===== src/rtl/mips_run_ctrl.sv =====
// mips_run_ctrl: reset stretch, run gating, cycle count, halt and timeout detection for the mips core
module mips_run_ctrl #(
   parameter int RST_HOLD    = 4,
   parameter int CNT_W       = 32,
   parameter int TIMEOUT     = 10000,
   parameter int HALT_REPEAT = 3,
   parameter int AUTO_START  = 1
) (
   input  logic             clk,
   input  logic             reset,
   input  logic             start,
   input  logic [31:0]      pc,
   output logic             core_reset,
   output logic             core_en,
   output logic [CNT_W-1:0] cycle_cnt,
   output logic             done,
   output logic             timeout,
   output logic [31:0]      halt_pc
);
   localparam int HW = $clog2(RST_HOLD + 1);
   localparam int SW = $clog2(HALT_REPEAT + 1);
   typedef enum logic [2:0] {RST, HOLD, IDLE, RUN, DONE, TMO} state_t;
   state_t state, state_n;
   logic [HW-1:0] hold_cnt, hold_n;
   logic [SW-1:0] same_cnt, same_n, same_inc;
   logic [31:0] prev_pc, prev_n, hpc_n;
   logic [CNT_W-1:0] cnt_n, cnt_inc;
   logic done_n, tmo_n;
   always_comb begin
      state_n  = state;
      hold_n   = hold_cnt;
      same_n   = same_cnt;
      prev_n   = prev_pc;
      cnt_n    = cycle_cnt;
      done_n   = done;
      tmo_n    = timeout;
      hpc_n    = halt_pc;
      cnt_inc  = (&cycle_cnt) ? cycle_cnt : cycle_cnt + 1'b1;
      // cycle_cnt is zero only on the first RUN cycle, so it doubles as the first-cycle marker
      same_inc = (pc == prev_pc && cycle_cnt != '0) ? same_cnt + 1'b1 : '0;
      case (state)
         RST: begin
            state_n = HOLD;
            hold_n  = '0;
         end
         HOLD: begin
            hold_n = hold_cnt + 1'b1;
            if (hold_cnt == HW'(RST_HOLD - 1)) begin
               state_n = (AUTO_START != 0) ? RUN : IDLE;
               cnt_n   = '0;
               same_n  = '0;
               prev_n  = '0;
            end
         end
         IDLE: if (start) begin
            state_n = RUN;
            cnt_n   = '0;
            same_n  = '0;
            prev_n  = '0;
         end
         RUN: begin
            cnt_n  = cnt_inc;
            prev_n = pc;
            same_n = same_inc;
            if (same_inc == SW'(HALT_REPEAT)) begin
               state_n = DONE;
               done_n  = 1'b1;
               hpc_n   = pc;
            end else if (TIMEOUT != 0 && cnt_inc == CNT_W'(TIMEOUT)) begin
               state_n = TMO;
               tmo_n   = 1'b1;
            end
         end
         DONE, TMO: if (start) begin
            state_n = HOLD;
            hold_n  = '0;
            done_n  = 1'b0;
            tmo_n   = 1'b0;
            hpc_n   = '0;
            cnt_n   = '0;
         end
         default: state_n = RST;
      endcase
   end
   always_ff @(posedge clk or negedge reset) begin
      if (!reset) begin
         state      <= RST;
         hold_cnt   <= '0;
         same_cnt   <= '0;
         prev_pc    <= '0;
         core_reset <= 1'b1;
         core_en    <= 1'b0;
         cycle_cnt  <= '0;
         done       <= 1'b0;
         timeout    <= 1'b0;
         halt_pc    <= '0;
      end else begin
         state      <= state_n;
         hold_cnt   <= hold_n;
         same_cnt   <= same_n;
         prev_pc    <= prev_n;
         core_reset <= (state_n == RST || state_n == HOLD);
         core_en    <= (state_n == RUN);
         cycle_cnt  <= cnt_n;
         done       <= done_n;
         timeout    <= tmo_n;
         halt_pc    <= hpc_n;
      end
   end
endmodule

===== config.mk =====
export PLATFORM = sky130hd
export DESIGN_NAME = mips_run_ctrl
export DESIGN_NICKNAME = d
export VERILOG_FILES = /design/src/rtl/mips_run_ctrl.sv
export SDC_FILE = /design/constraint.sdc
export NUM_CORES = 1
export LEC_CHECK = 0
export CORE_ASPECT_RATIO = 2
export CORE_UTILIZATION = 40
export DETAILED_ROUTE_END_ITERATION = 7
export SYNTH_ARGS = -nofsm -noshare
export SYNTH_HDL_FRONTEND = slang
export SYNTH_SLANG_ARGS = --single-unit
export TNS_END_PERCENT = 10

===== constraint.sdc =====
create_clock -name clk -period 4.5 [get_ports clk]
set_clock_uncertainty 0.15 [all_clocks]
set_input_delay 0.9 -clock clk [delete_from_list [all_inputs] [get_ports clk]]
set_output_delay 0.9 -clock clk [all_outputs]
set_load 0.01 [all_outputs]

# After elaboration in Yosys (flattened, before gate mapping)
# Cells that the tools add are included.
[classes] addsub=3 n_mul=0 div=0 magnitude_cmp=0 n_eq_ne=18 n_shift=0 n_mux=25 bitwise=0 n_reduce_logical=17
[op_table] operator="$pmux W32 S3" n=2
[op_table] operator="$mux W32" n=4
[op_table] operator="$pmux W32 S2" n=1
[op_table] operator="$add A32 B1 Y32 const B" n=1
[op_table] operator="$eq A32 B14 Y1 const B" n=1
[op_table] operator="$eq A32 B32 Y1" n=1
[op_table] operator="$reduce_and A32 Y1" n=1
[op_table] operator="$reduce_bool A32 Y1" n=1
[op_table] operator="$mux W3" n=6
[op_table] operator="$pmux W3 S5" n=1
[op_table] operator="$eq A3 B2 Y1 const B" n=4
[op_table] operator="$ne A2 B2 Y1 const B" n=6
[op_table] operator="$pmux W3 S3" n=1
[op_table] operator="$reduce_and A3 Y1" n=3
[op_table] operator="$reduce_bool A3 Y1" n=3
[op_table] operator="$eq A3 B1 Y1 const B" n=2
[op_table] operator="$eq A3 B3 Y1 const B" n=2
[op_table] operator="$logic_not A3 Y1" n=2
[op_table] operator="$mux W2" n=3
[op_table] operator="$pmux W2 S3" n=1
[op_table] operator="$mux W1" n=4
[op_table] operator="$pmux W1 S2" n=2
[op_table] operator="$reduce_and A4 Y1" n=1
[op_table] operator="$add A3 B1 Y3 const B" n=1
[op_table] operator="other kinds (9)" n=9
[word_totals] regBits=108 latch_bits=0 ram_bits=0 rom_bits=0 out_inout_bits=68 memories=0

# Longest topological paths before layout
[depth] depth_word=8 depth_mapped=12

# Worst setup path after synthesis
# No wires, ideal clock.
[synth_path] path_kind="register to register" startpoint="register cycle_cnt[3]" endpoint="register core_en" setup_ps=119 arrival_time_ps=3222 required_ps=4231 path_slack_ps=1009 path_stages_with_launch=12 n_path_buf=2 synth_period_minus_slack_ps=3491 cell_sequence="dfrtp_1 buf_2 nand4_1 or4_1 clkbuf_1 or2_2 xor2_1 a31oi_1 a2111o_1 or4_4 a21o_1 and2_1"
[synth_via] elab_chain_cells=7 word_cells_on_any_way=12
[synth_lines] item="start, declared" line="15" text="output logic [CNT_W-1:0] cycle_cnt,"
[synth_lines] item="start signal, assigned" line="104" text="cycle_cnt <= cnt_n;"
[synth_lines] item="$add A32 B1 Y32, or another cell as far along" line="38" text="cnt_inc = (&cycle_cnt) ? cycle_cnt : cycle_cnt + 1'b1;"
[synth_lines] item="$mux W32 / $logic_and A1 B1 Y1 (equally long branches)" line="38, 40"
[synth_lines] item="$eq A32 B14 Y1 / $mux W2 (equally long branches)" line="69, 40"
[synth_lines] item="$mux W3 / $eq A2 B2 Y1 (equally long branches)" line="69, 65"
[synth_lines] item="$mux W3 *" line="65" text="if (same_inc == SW'(HALT_REPEAT)) begin"
[synth_lines] item="$pmux W3 S5 *" line="41" text="case (state)"
[synth_lines] item="via state_n[1]" line="23" text="state_t state, state_n;"
[synth_lines] item="$eq A3 B2 Y1 *" line="103" text="core_en <= (state_n == RUN);"
[synth_lines] item="end signal, assigned" line="103"
[synth_lines] item="end, declared" line="14" text="output logic core_en,"
# Mark *: on every way through the listed nets, which the timed path passes. The rest lies on a longest branch.
# A chain may end at the register's enable or synchronous reset.

# Worst setup path in the final report
[layout_path] startpoint="register cycle_cnt[1]" endpoint="register core_en"
# Same word-level chain as after synthesis.

==> flow_summary.ini <==
[status]
status = complete, no violations

[setup_path]
worstRegToRegCells = 11
crit_fanout = 8
worstSetupEndpointType = flip-flop
crit_slowest_cell = dfrtp_1
path_cells = ha_1 > and3_1 > nand2_1 > nor4_1 > buf_4 > mux2i_1 > o2111ai_1 > a2111o_1 > or4_4 > a21o_1 > and2_1
cp-start-kind = flip-flop
worstPathArrival_ns = 4.00
worstSetupPathType = reg -> reg
max_stage_delay_ns = 0.49
critPathRequiredTime_ns = 4.59

[cts]
insertion_delay_ns = 0.35
clockBufferDepth = 2
cts_root_buf = clkbuf_16
cts_resized = 0
hold_buffers = 0
clock-sinks = 108
post_cts.repair.setup_buffers = 0
clkTransAtPathRegs_ns = 0.08
cts_buffers = 9
cts_tree = done
htreeDepth = 3

[grt]
grt-ovfl-total = 0
grt_usage_pct = 26.6
grt_pass1_vias = 5658
grt_pass1_wl_um = 30300
antenna_found_initial = 0
grt_max_degree = 69

[pwr]
leakage_uw = 0.00301
p_per_area_mw_per_mm2 = 390
ir_drop_mv = 0.214

[sta]
fin_crit_ns = 3.91
fmax_ghz = 0.256
slew_viol_final = 0
finalHoldViolCount = 0
tightest_slew_ns = 0.980
setup_tns_ns = 0
grt_setup_unrepaired = no
relSlewSlack_pct = 34.1
finalCritPeriodShare_pct = 86.8
final-setup-viol-count = 0

[worst_hold_path]
worstHoldPathCells = 2
min_path_type = reg -> reg

[floorplanning]
start_util_pct = 40.9
placementRows = 62
fp.coreArea_mm2 = 0.0143
die_y_um = 173
dieArea_mm2 = 0.0151
io_pins = 103
fp.dieW_um = 87.4

[layout]
final_nets = 800
synthToLayoutAreaGrowth_pct = 24.7
final_cells = 957
diodes = 0
fin_util_pct = 51.0
drive_above_1_share_pct = 5.75

[routing]
remaining_drc_errors = 0
routed_wl_um = 19000
num_vias = 5383
final_antenna_net_count = 0
first_iter_violations = 269
first_pass_iters = 4
wl_per_cell_um = 19.9
via_per_inst = 5.62

[placed_design]
dp_cells = 942
hpwl_um = 14000
portBuffers = 102
gp_congestion = 0.892

[synth]
synth_cell_types = 61
syn_inst = 684
synth-edff-count = 0
syn_area_per_cell_um2 = 8.54
synth_nets = 723
ys_ff_latch = 108
async_flop_share_pct = 100
yosysWarnings = 0
synth_flop_cell = dfrtp_1
syn_area_mm2 = 0.00584
seq_area_frac_synth_pct = 46.3

[run]
cap_violations = 0
[sequential cells by signal, indices dropped and copies added, names as in the netlist]
register and count:
timeout 1, done 1, cycle_cnt 32, prev_pc 32
halt_pc 32, hold_cnt 3, core_en 1, core_reset 1
state 3, same_cnt 2
[critical path, delay by kind of cell (launching register included)]
family / cells / cell delay [ns]
and+or+nand+nor: 5 / 1.33
muxes: 1 / 0.35
DFF: 1 / 0.49
AOI/OAI and AO/OA: 3 / 0.83
buffers and inverters: 1 / 0.20
adders and majority gates: 1 / 0.44
[final timing paths]
check,endpoint,slack [ns],from
worst max-delay path,core_en,0.59,cycle_cnt[1]
worst min-delay path,done,0.34,done
worst max register to register,core_en,0.59,cycle_cnt[1]
worst min register to register,done,0.34,done
max in group asynchronous,halt_pc[13],2.77,reset
min in group asynchronous,cycle_cnt[1],0.51,reset
[placed cells by master (no fill, tap or decap), types with 4 or more instances in the layout]
| master | count |
|---|---|
| o21ai_0 | 107 |
| dfrtp_1 | 107 |
| clkdlybuf4s50_1 | 101 |
| nand2_1 | 96 |
| nand3_1 | 43 |
| inv_1 | 40 |
| xor2_1 | 35 |
| nor2_1 | 30 |
| nor4_1 | 20 |
| a21oi_1 | 18 |
| buf_4 | 16 |
| nor3_1 | 15 |
| nand4_1 | 14 |
| o31ai_1 | 11 |
| a31oi_1 | 10 |
| and3_1 | 9 |
| clkbuf_16 | 9 |
| xnor2_1 | 6 |
| or4_1 | 5 |
| o22ai_1 | 5 |
| mux2i_1 | 4 |
| ha_1 | 4 |
[power breakdown]
part	internal (uW)	switching [uW]	total (uW)
Clock	397	377	774
Combinational	318	449	767
Sequential	1110	185	1290
[synthesized netlist by cell type (11+ instances only)]
library cell,number,area (um^2)
a21oi_1,18,90.1
clkbuf_1,39,146
dfrtp_1,107,2680
inv_1,40,150
nand2_1,97,364
nand3_1,43,215
nand4_1,14,87.6
nor2_1,30,113
nor3_1,15,75.1
nor4_1,20,125
o21ai_0,107,536
o31ai_1,11,82.6
xor2_1,35,307
[per-stage QoR]
stage | power (uW) | setup slack, ns | hold slack (ns) | area [um^2]
5_1_grt | 2990 | 0.512 | 0.361 | 7280
3_5_place_dp | 2080 | 0.569 | 0.323 | 6990
3_3_place_gp | 2050 | 0.564 | 0.317 | 6990
6_report | 2830 | 0.594 | 0.335 | 7280
4_1_cts | 2860 | 0.606 | 0.337 | 7280
2_1_floorplan | 1730 | 1.01 | 0.293 | 5840
[layout make-up]
type | instances | area, um^2
clock buffer | 10 | 239
tap | 192 | 240
inverter | 40 | 150
multi-input combinational | 485 | 2770
clock inverter | 5 | 46.3
fill | 1455 | 7000
sequential | 108 | 2700
timing repair buffer | 117 | 1130
[per-layer routing]
layer | global-route usage (%) | part of all wire, % | vias to the layer above
met4 | 14.5 | 5.2 | 0
li1 | - | - | 2536
met3 | 3.72 | 4.0 | 46
met5 | 0 | 0 | -
met2 | 48.1 | 55 | 182
met1 | 28.7 | 36 | 2619
[cell families after synthesis]
family,count (synthesis),synth area share (%)
compound gates,174,17.0
flops,108,46.3
fa+ha+maj,4,0.857
mux,4,0.686
xor+xnor,41,6.15
buf+inv,91,6.32
simple gates,262,22.7
(Power assumes the default switching activity.)
